[src/rtl/fir_stream_driver.sv]
// Drives the FIR strobe/idle sample interface from a valid/ready FIFO and
// captures FIR results into a valid/ready register. Define FIR_DRV_GAP_EN to add a GAP_CYCLES hold-off between issues.
module fir_stream_driver #(
  parameter int WIDTH_IN   = 16,
  parameter int WIDTH_OUT  = 16,
  parameter int FIFO_AW    = 3,
  parameter int GAP_CYCLES = 15
) (
  input  logic                        clk_in,
  input  logic                        rst_in,
  input  logic signed [WIDTH_IN-1:0]  s_data,
  input  logic                        s_valid,
  output logic                        s_ready,
  output logic signed [WIDTH_IN-1:0]  fir_dataIn,
  output logic                        fir_strobe_dataIn,
  input  logic                        fir_idle,
  input  logic                        fir_strobe_dataOut,
  input  logic signed [WIDTH_OUT-1:0] fir_dataOut,
  output logic signed [WIDTH_OUT-1:0] m_data,
  output logic                        m_valid,
  input  logic                        m_ready,
  output logic [FIFO_AW:0]            fifo_level,
  output logic                        ovf_sticky
);

  localparam int DEPTH = 2 ** FIFO_AW;
  localparam logic [FIFO_AW:0] DEPTH_L = (FIFO_AW + 1)'(DEPTH);

`ifdef FIR_DRV_GAP_EN
  typedef enum logic [1:0] {IDLE, BLANK, BUSY, GAP} state_t;
  localparam int GAP_W = (GAP_CYCLES > 1) ? $clog2(GAP_CYCLES) : 1;
  logic [GAP_W-1:0] gap_cnt;
`else
  typedef enum logic [1:0] {IDLE, BLANK, BUSY} state_t;
`endif

  state_t state, state_nxt;

  logic signed [WIDTH_IN-1:0] mem [DEPTH];
  logic [FIFO_AW-1:0]         wr_ptr;
  logic [FIFO_AW-1:0]         rd_ptr;
  logic [FIFO_AW:0]           level_nxt;
  logic                       push;
  logic                       pop;

  // s_ready already reflects a full FIFO, so a pop on the same edge never
  // opens room for a push.
  assign push = s_valid && s_ready;

  always_comb begin
    level_nxt = fifo_level;
    case ({push, pop})
      2'b10:   level_nxt = fifo_level + 1'b1;
      2'b01:   level_nxt = fifo_level - 1'b1;
      default: level_nxt = fifo_level;
    endcase
  end

  // Issue FSM: BLANK ignores fir_idle so a late-dropping idle is tolerated.
  always_comb begin
    state_nxt = state;
    pop       = 1'b0;
    case (state)
      IDLE: begin
        if (fifo_level != '0 && fir_idle) begin
          pop       = 1'b1;
          state_nxt = BLANK;
        end
      end
      BLANK: state_nxt = BUSY;
      BUSY: begin
        if (fir_idle) begin
`ifdef FIR_DRV_GAP_EN
          state_nxt = (GAP_CYCLES == 0) ? IDLE : GAP;
`else
          state_nxt = IDLE;
`endif
        end
      end
`ifdef FIR_DRV_GAP_EN
      GAP: begin
        if (gap_cnt == '0) state_nxt = IDLE;
      end
`endif
      default: state_nxt = IDLE;
    endcase
  end

  always_ff @(posedge clk_in) begin
    if (push) mem[wr_ptr] <= s_data;
  end

  always_ff @(posedge clk_in) begin
    if (rst_in) begin
      state             <= IDLE;
      wr_ptr            <= '0;
      rd_ptr            <= '0;
      fifo_level        <= '0;
      s_ready           <= 1'b0;
      fir_strobe_dataIn <= 1'b0;
      fir_dataIn        <= '0;
    end else begin
      state             <= state_nxt;
      fifo_level        <= level_nxt;
      s_ready           <= (level_nxt < DEPTH_L);
      fir_strobe_dataIn <= pop;
      if (push) wr_ptr <= wr_ptr + 1'b1;
      if (pop) begin
        rd_ptr     <= rd_ptr + 1'b1;
        fir_dataIn <= mem[rd_ptr];
      end
    end
  end

`ifdef FIR_DRV_GAP_EN
  // Loaded with GAP_CYCLES-1 so GAP lasts exactly GAP_CYCLES cycles.
  always_ff @(posedge clk_in) begin
    if (rst_in) begin
      gap_cnt <= '0;
    end else if (state == BUSY && fir_idle) begin
      gap_cnt <= GAP_W'(GAP_CYCLES - 1);
    end else if (state == GAP && gap_cnt != '0) begin
      gap_cnt <= gap_cnt - 1'b1;
    end
  end
`endif

  // Result capture runs regardless of the issue FSM state.
  always_ff @(posedge clk_in) begin
    if (rst_in) begin
      m_data     <= '0;
      m_valid    <= 1'b0;
      ovf_sticky <= 1'b0;
    end else if (fir_strobe_dataOut) begin
      if (!m_valid || m_ready) begin
        m_data  <= fir_dataOut;
        m_valid <= 1'b1;
      end else begin
        ovf_sticky <= 1'b1;
      end
    end else if (m_valid && m_ready) begin
      m_valid <= 1'b0;
    end
  end

endmodule

[config.mk]
export PLATFORM = sky130hd
export DESIGN_NAME = fir_stream_driver
export DESIGN_NICKNAME = d
export VERILOG_FILES = /design/src/rtl/fir_stream_driver.sv
export SDC_FILE = /design/constraint.sdc
export NUM_CORES = 1
export LEC_CHECK = 0
export ABC_AREA = 1
export CAP_MARGIN = 5
export CORE_MARGIN = 10
export CORE_UTILIZATION = 45
export CTS_CLUSTER_DIAMETER = 40
export DETAILED_ROUTE_END_ITERATION = 7
export PLACE_DENSITY = 0.72
export SLEW_MARGIN = 30
export SYNTH_ARGS = -nofsm -noshare
export SYNTH_HDL_FRONTEND = slang
export SYNTH_SLANG_ARGS = --single-unit
[constraint.sdc]
create_clock -name clk_in -period 3 [get_ports clk_in]
set_input_delay 0.3 -clock clk_in [delete_from_list [all_inputs] [get_ports clk_in]]
set_output_delay 0.3 -clock clk_in [all_outputs]
set_load 0.01 [all_outputs]
==> metrics.cfg, run 1 <==
[status]
status = finished clean

[clock_network]
clock_latency_late_sink_ns = 0.43
cts_h_tree_depth = 4
number_of_buffers_created_by_cts = 17
clock_sinks = 176
postCtsHoldBufs = 0
postCtsSetupRepairBufs = 0
cts-root-buf = clkbuf_16
post_cts_resized = 0
clock_path_buffers = 2
clk_pin_slew_ns = 0.07
cts_tree = built

[power]
power.switching_fraction = 0.320
power_frac_comb = 0.273
power.clock.fraction = 0.294
switching_power_mw = 2.18
power.density_nw_per_um2 = 777
intPower_mw = 4.62
reported_leakage_power_nw = 3.60
worst_ir_drop_vdd_mv = 0.496
seq_power_share = 0.433
post_route_total_power_mw = 6.80

[yosys]
yosys_register_bits = 176
post_synth_most_frequent_cells = nand2_1, edfxtp_1, inv_1
post_synth_num_cell_types = 21
synth_edf_count = 128
synth_largest_type_area_fraction = 0.534
synth_ff_type = edfxtp_1
syn_inst = 731
synth.yosys.seq_area_share = 0.668
synthMostInstantiatedCell = nand2_1
post-synth-top-area-cell = edfxtp_1
synth_area_um2 = 7190
synth_warnings = 0
async_reset_ff_frac = 0
post_synth.cell_area_avg_um2 = 9.84
synthesis.nets = 775
post_synth_main_area_contributors = edfxtp_1, dfxtp_1, nand2_1, nand3_1, inv_1

[global_route]
maximum_number_of_pins_on_one_net_before_global_route_repair = 68
grt_usage = 0.154
initial_antenna_violation_count = 0
global_route.overflow_total = 0
grt_pass1_vias = 5062
grt_pass1_wl_um = 26100

[placement]
placement.setup.worst_slack_ns = 0.801
place_congestion = 0.786
io_buffer_count = 77
dpl.hpwl_um = 9650

[finish]
ant_cells = 0
num-fill-cells = 1387
area_growth_syn_to_layout_pct = 21.5
fraction_of_final_layout_cells_with_drive_strength_greater_than_1 = 0.0642
num-nets-final = 856

[setup_path]
critPathCaptureType = flop
critical_path_required_ns = 3.31
cp_slowest_cell = clkinv_1
crit_path_cell_trace = clkinv_1, buf_4, nand3_1, nand3_1, nand3_1, a21oi_1
criticalPathCategory = flop to flop
critical_path.max_fanout = 26
critical_path.startpoint_type = flop
cpMostUsedCell = nand3_1
critPathMaxStageDelay_ns = 0.67
cp_num_buf_inv = 2
worst-endpoint-arrival_ns = 2.27
critical-path-top-delay-family = buffers and inverters

[sta]
timing.final.crit_period_ns = 1.96
worst_slack_ns = 1.04
drv_slew = 0
min_period_over_period = 0.655
worstMarginPinSlew_ns = 0.868
max_slew_margin = 0.418
hold_violations = 0
max_freq_mhz = 509
setup_viol_count_final = 0
timing.clock.skew_ns = 0.00655
setup-tns-final_ns = 0
fin_hold_ws_ns = 0.460
rsz0062_at_grt = no

[routing]
drt_pass1_iterations = 5
route.antenna.remaining_nets = 0
routed_wire_length_per_instance_um = 15.4
route.detailed.drc = 0
post_drt_via_cell_ratio = 4.86
drt_wl_total_um = 16000
drtIter0Drc = 364
vias = 5060

[floorplanning]
die_width_um = 146
starting_utilization_of_the_core_area = 0.456
placeableCoreArea_um2 = 15800
dieHeight_um = 146
floorplan.rows = 46
num_io_pins = 78
die_area_um2 = 21400

[flow_run]
timing.max_cap.violations = 0

[min_path]
worstHoldPathType = flop to flop

==> registers in the layout (all words and copies together), names as in the netlist, named ones only <==
| register | count |
|---|---|
| state | 2 |
| m_valid | 1 |
| fir_strobe_dataIn | 1 |
| fifo_level | 3 |
| fir_dataIn | 16 |
| rd_ptr | 3 |
| s_ready | 1 |
| mem | 128 |
| ovf_sticky | 1 |
| wr_ptr | 3 |
| m_data | 16 |
==> per-stage QoR <==
stage	util	cell area (um^2)	std cells
2_1_floorplan	-	7190	731
3_3_place_gp	0.521	8210	1009
3_5_place_dp	0.521	8210	1009
4_1_cts	0.555	8740	1041
5_1_grt	0.555	8740	1041
6_report	0.555	8740	1041
==> power groups by stage <==
stage,registers [mW],clock network (mW),logic (mW)
6_report,2.94,2.00,1.85
3_3_place_gp,2.99,0,1.83
5_1_grt,2.97,2.13,2.10
2_1_floorplan,3.04,0,1.16
3_5_place_dp,3.00,0,1.86
4_1_cts,2.95,2.04,1.87
==> layer usage <==
layer	wire (um)	share of wire	vias to the layer above	GRT usage
met5	0	0	-	0
met4	244	0.015	0	0.0651
met3	1040	0.065	22	0.0383
met2	7600	0.47	176	0.250
met1	7120	0.45	2343	0.191
li1	-	-	2519	-
==> worst reg2reg max path: stages (launching register included) <==
cell	delay, ns
dfxtp_1	0.33
clkinv_1	0.67
buf_4	0.48
nand3_1	0.10
nand3_1	0.08
nand3_1	0.12
a21oi_1	0.06
==> worst paths after layout <==
kind / endpoint / depth (start not counted) / startpoint / slack [ns]
worst max-delay path: fir_dataIn[4] / 6 / rd_ptr[1] / 1.04
worst min-delay path: ovf_sticky / 2 / ovf_sticky / 0.46
worst max register to register: fir_dataIn[4] / 6 / rd_ptr[1] / 1.04
worst min register to register: ovf_sticky / 2 / ovf_sticky / 0.46
==> kinds of logic (layout without fill, tap and decap cells) <==
group / Yosys count / after routing / share of synthesized area
AO/OA/AOI/OAI: 49 / 49 / 0.0344
XOR/XNOR: 2 / 2 / 0.00244
adder cells (fa/ha/maj): 6 / 6 / 0.0115
buffers and inverters: 147 / 241 / 0.0823
flip-flops: 176 / 176 / 0.668
AND/OR/NAND/NOR: 351 / 351 / 0.202
==> cell usage in the layout (no fill, tap or decap), drive strengths merged <==
| cell type | instances |
|---|---|
| and2 | 1 |
| buf | 19 |
| dfxtp | 48 |
| clkdlybuf4s50 | 77 |
| nor3 | 1 |
| fa | 1 |
| inv | 115 |
| o21ai | 22 |
| ha | 5 |
| a21oi | 26 |
| clkbuf | 20 |
| clkinvlp | 3 |
| nor2 | 52 |
| nand2 | 196 |
| clkinv | 7 |
| xnor2 | 2 |
| edfxtp | 128 |
| nand3 | 101 |
| o21a | 1 |
==> cell type report <==
type	count	area, um^2	area share
flip-flops and latches	176	4810	0.550
multi-input cells	408	1800	0.206
repair buffers	96	913	0.104
clock buffers	20	447	0.0511
inverters	113	424	0.0485
well taps	216	270	0.0309
clock inverters	12	86.3	0.00987
Note: power is estimated with default switching activity, not from simulation.
==> inputs of run 2 (changes only) <==
==> constraint.sdc (replaced) <==
create_clock -name clk_in -period 1.9 [get_ports clk_in]
set_input_delay 0.19 -clock clk_in [delete_from_list [all_inputs] [get_ports clk_in]]
set_output_delay 0.19 -clock clk_in [all_outputs]
set_load 0.01 [all_outputs]
==> run 2 against run 1 <==
Final area rose by 2.6%. Critical path depth grew 6. Count of clock-buffer cells in the layout decreased by 1. Via count increased by 2.1%. Clock power grew 64%. Combinational power grew 75%. Largest cell class unchanged. Clock skew is 0.0023 ns higher. Worst setup slack got worse by 0.83 ns. Sequential power rose by 58%.
==> metrics.cfg, run 2 (synthesis results as in run 1) <==
[finish]
fraction_of_final_layout_cells_with_drive_strength_greater_than_1 = 0.0892
finish.utilization = 0.569
area_growth_syn_to_layout_pct = 24.7
top_register_by_number_of_flip_flops = mem
regs_by_ff_count = mem x128, fir_dataIn x16, m_data x16
mostFrequentLayoutCells = nand2_1, edfxtp_1, inv_1
num-fill-cells = 1382
mostFrequentLayoutCell = nand2_1
number_of_flip_flops_in_the_largest_register = 128
ant_cells = 0
num-nets-final = 872

[floorplanning]
die_area_um2 = 21400
starting_utilization_of_the_core_area = 0.456
placeableCoreArea_um2 = 15800
dieHeight_um = 146
floorplan.rows = 46
num_io_pins = 78
die_width_um = 146

[min_path]
hold-path-cell-count = 3
worstHoldPathType = input port to flop
whs_endpoint = ovf_sticky
worst_hold_startpoint = fir_strobe_dataOut

[setup_path]
critical_path.startpoint_type = flop
critical_path.max_fanout = 5
r2r.worst_path.cells = 12
critical_path.reg2reg.endpoint = s_ready
criticalPathCategory = flop to flop
critPathCaptureType = flop
worst-endpoint-arrival_ns = 2.01
rr_startpoint = fifo_level[1]
reg2reg_setup_slack_ns = 0.20
critical_path_required_ns = 2.21

[clock_network]
clk_pin_slew_ns = 0.07
cts_h_tree_depth = 4
postCtsHoldBufs = 0
postCtsSetupRepairBufs = 0
cts_tree = built
clock_path_buffers = 2
clock_latency_late_sink_ns = 0.43
clock_sinks = 176
cts-root-buf = clkbuf_16
post_cts_resized = 0
number_of_buffers_created_by_cts = 17

[flow_run]
timing.max_cap.violations = 0

[global_route]
maximum_number_of_pins_on_one_net_before_global_route_repair = 68
initial_antenna_violation_count = 0
grt_usage = 0.152
grt_pass1_vias = 4932
global_route.overflow_total = 0
grt_pass1_wl_um = 25800

[placement]
placement.setup.worst_slack_ns = -0.0495
dpl.hpwl_um = 10300
io_buffer_count = 77
place_congestion = 0.756

[sta]
rsz0062_at_grt = no
worstMarginPinSlew_ns = 0.629
hold_violations = 0
max_slew_margin = 0.581
drv_slew = 0
min_period_over_period = 0.894
max_freq_mhz = 589
timing.final.crit_period_ns = 1.70
setup-tns-final_ns = 0
fin_hold_ws_ns = 0.390
timing.clock.skew_ns = 0.00883
setup_viol_count_final = 0
worst_slack_ns = 0.201

[power]
power.density_nw_per_um2 = 1240
worst_ir_drop_vdd_mv = 0.909
reported_leakage_power_nw = 3.72
post_route_total_power_mw = 11.2

[routing]
drtIter0Drc = 414
drt_pass1_iterations = 5
route.detailed.drc = 0
route.antenna.remaining_nets = 0
post_drt_via_cell_ratio = 4.89
routed_wire_length_per_instance_um = 15.2
drt_wl_total_um = 16100
vias = 5167

[status]
status = finished clean

==> run 2: cell count changes in the layout (fill, tap and decap cells not counted), sizes merged <==
| cell | before | now |
|---|---|---|
| inv | 115 | 119 |
| clkinvlp | 3 | 2 |
| clkinv | 7 | 5 |
| clkbuf | 20 | 19 |
| buf | 19 | 35 |
==> run 2: worst max path at each step <==
stage / endpoint / slack (ns) / cells after the start / start
floorplan: s_ready / 0.008 / 12 / flop
global placement: s_ready / -0.03 / 11 / fir_idle
detailed placement: s_ready / -0.05 / 11 / fir_idle
CTS: s_ready / 0.11 / 11 / fifo_level[1]
global route: s_ready / 0.03 / 12 / fifo_level[2]
finish: s_ready / 0.20 / 12 / fifo_level[1]
==> run 2: metrics by stage <==
step / area (um^2) / std cells
floorplan: 7200 / 731
finish: 8970 / 1057
global placement: 8390 / 1025
detailed placement: 8390 / 1025
global route: 8970 / 1057
CTS: 8950 / 1057
==> run 2: report_power, final <==
group | total (mW) | internal (mW) | switching (mW)
combinational | 3.23 | 1.32 | 1.91
sequential | 4.64 | 4.47 | 0.163
clock | 3.29 | 1.76 | 1.53
total | 11.2 | 7.55 | 3.61
==> run 2: cell type report <==
cell class                      count  area [um^2]  share of cell area
Clock buffer                       19          443              0.0494
Multi-Input combinational cell    408         1820               0.203
Tap cell                          216          270              0.0301
Sequential cell                   176         4810               0.536
Timing Repair Buffer              112         1080               0.121
Inverter                          113          424              0.0473
Clock inverter                     13          124              0.0138
==> run 2: routing by layer <==
layer / track usage / routed length, um / vias to the layer above
met5: 0 / 0 / -
met4: 0.0571 / 239 / 0
met3: 0.0371 / 1100 / 19
met2: 0.247 / 7500 / 176
met1: 0.191 / 7270 / 2422
li1: - / - / 2550
==> run 2: critical path, cell delays in order (launching register included) <==
cell,delay [ns]
dfxtp_2,0.36
nor2_1,0.09
and2_4,0.16
nor2_4,0.04
ha_4,0.17
ha_1,0.31
nand3_1,0.08
nand3_1,0.09
inv_1,0.05
nand2_1,0.05
nand3_1,0.08
nand2_1,0.07
nor2_1,0.03
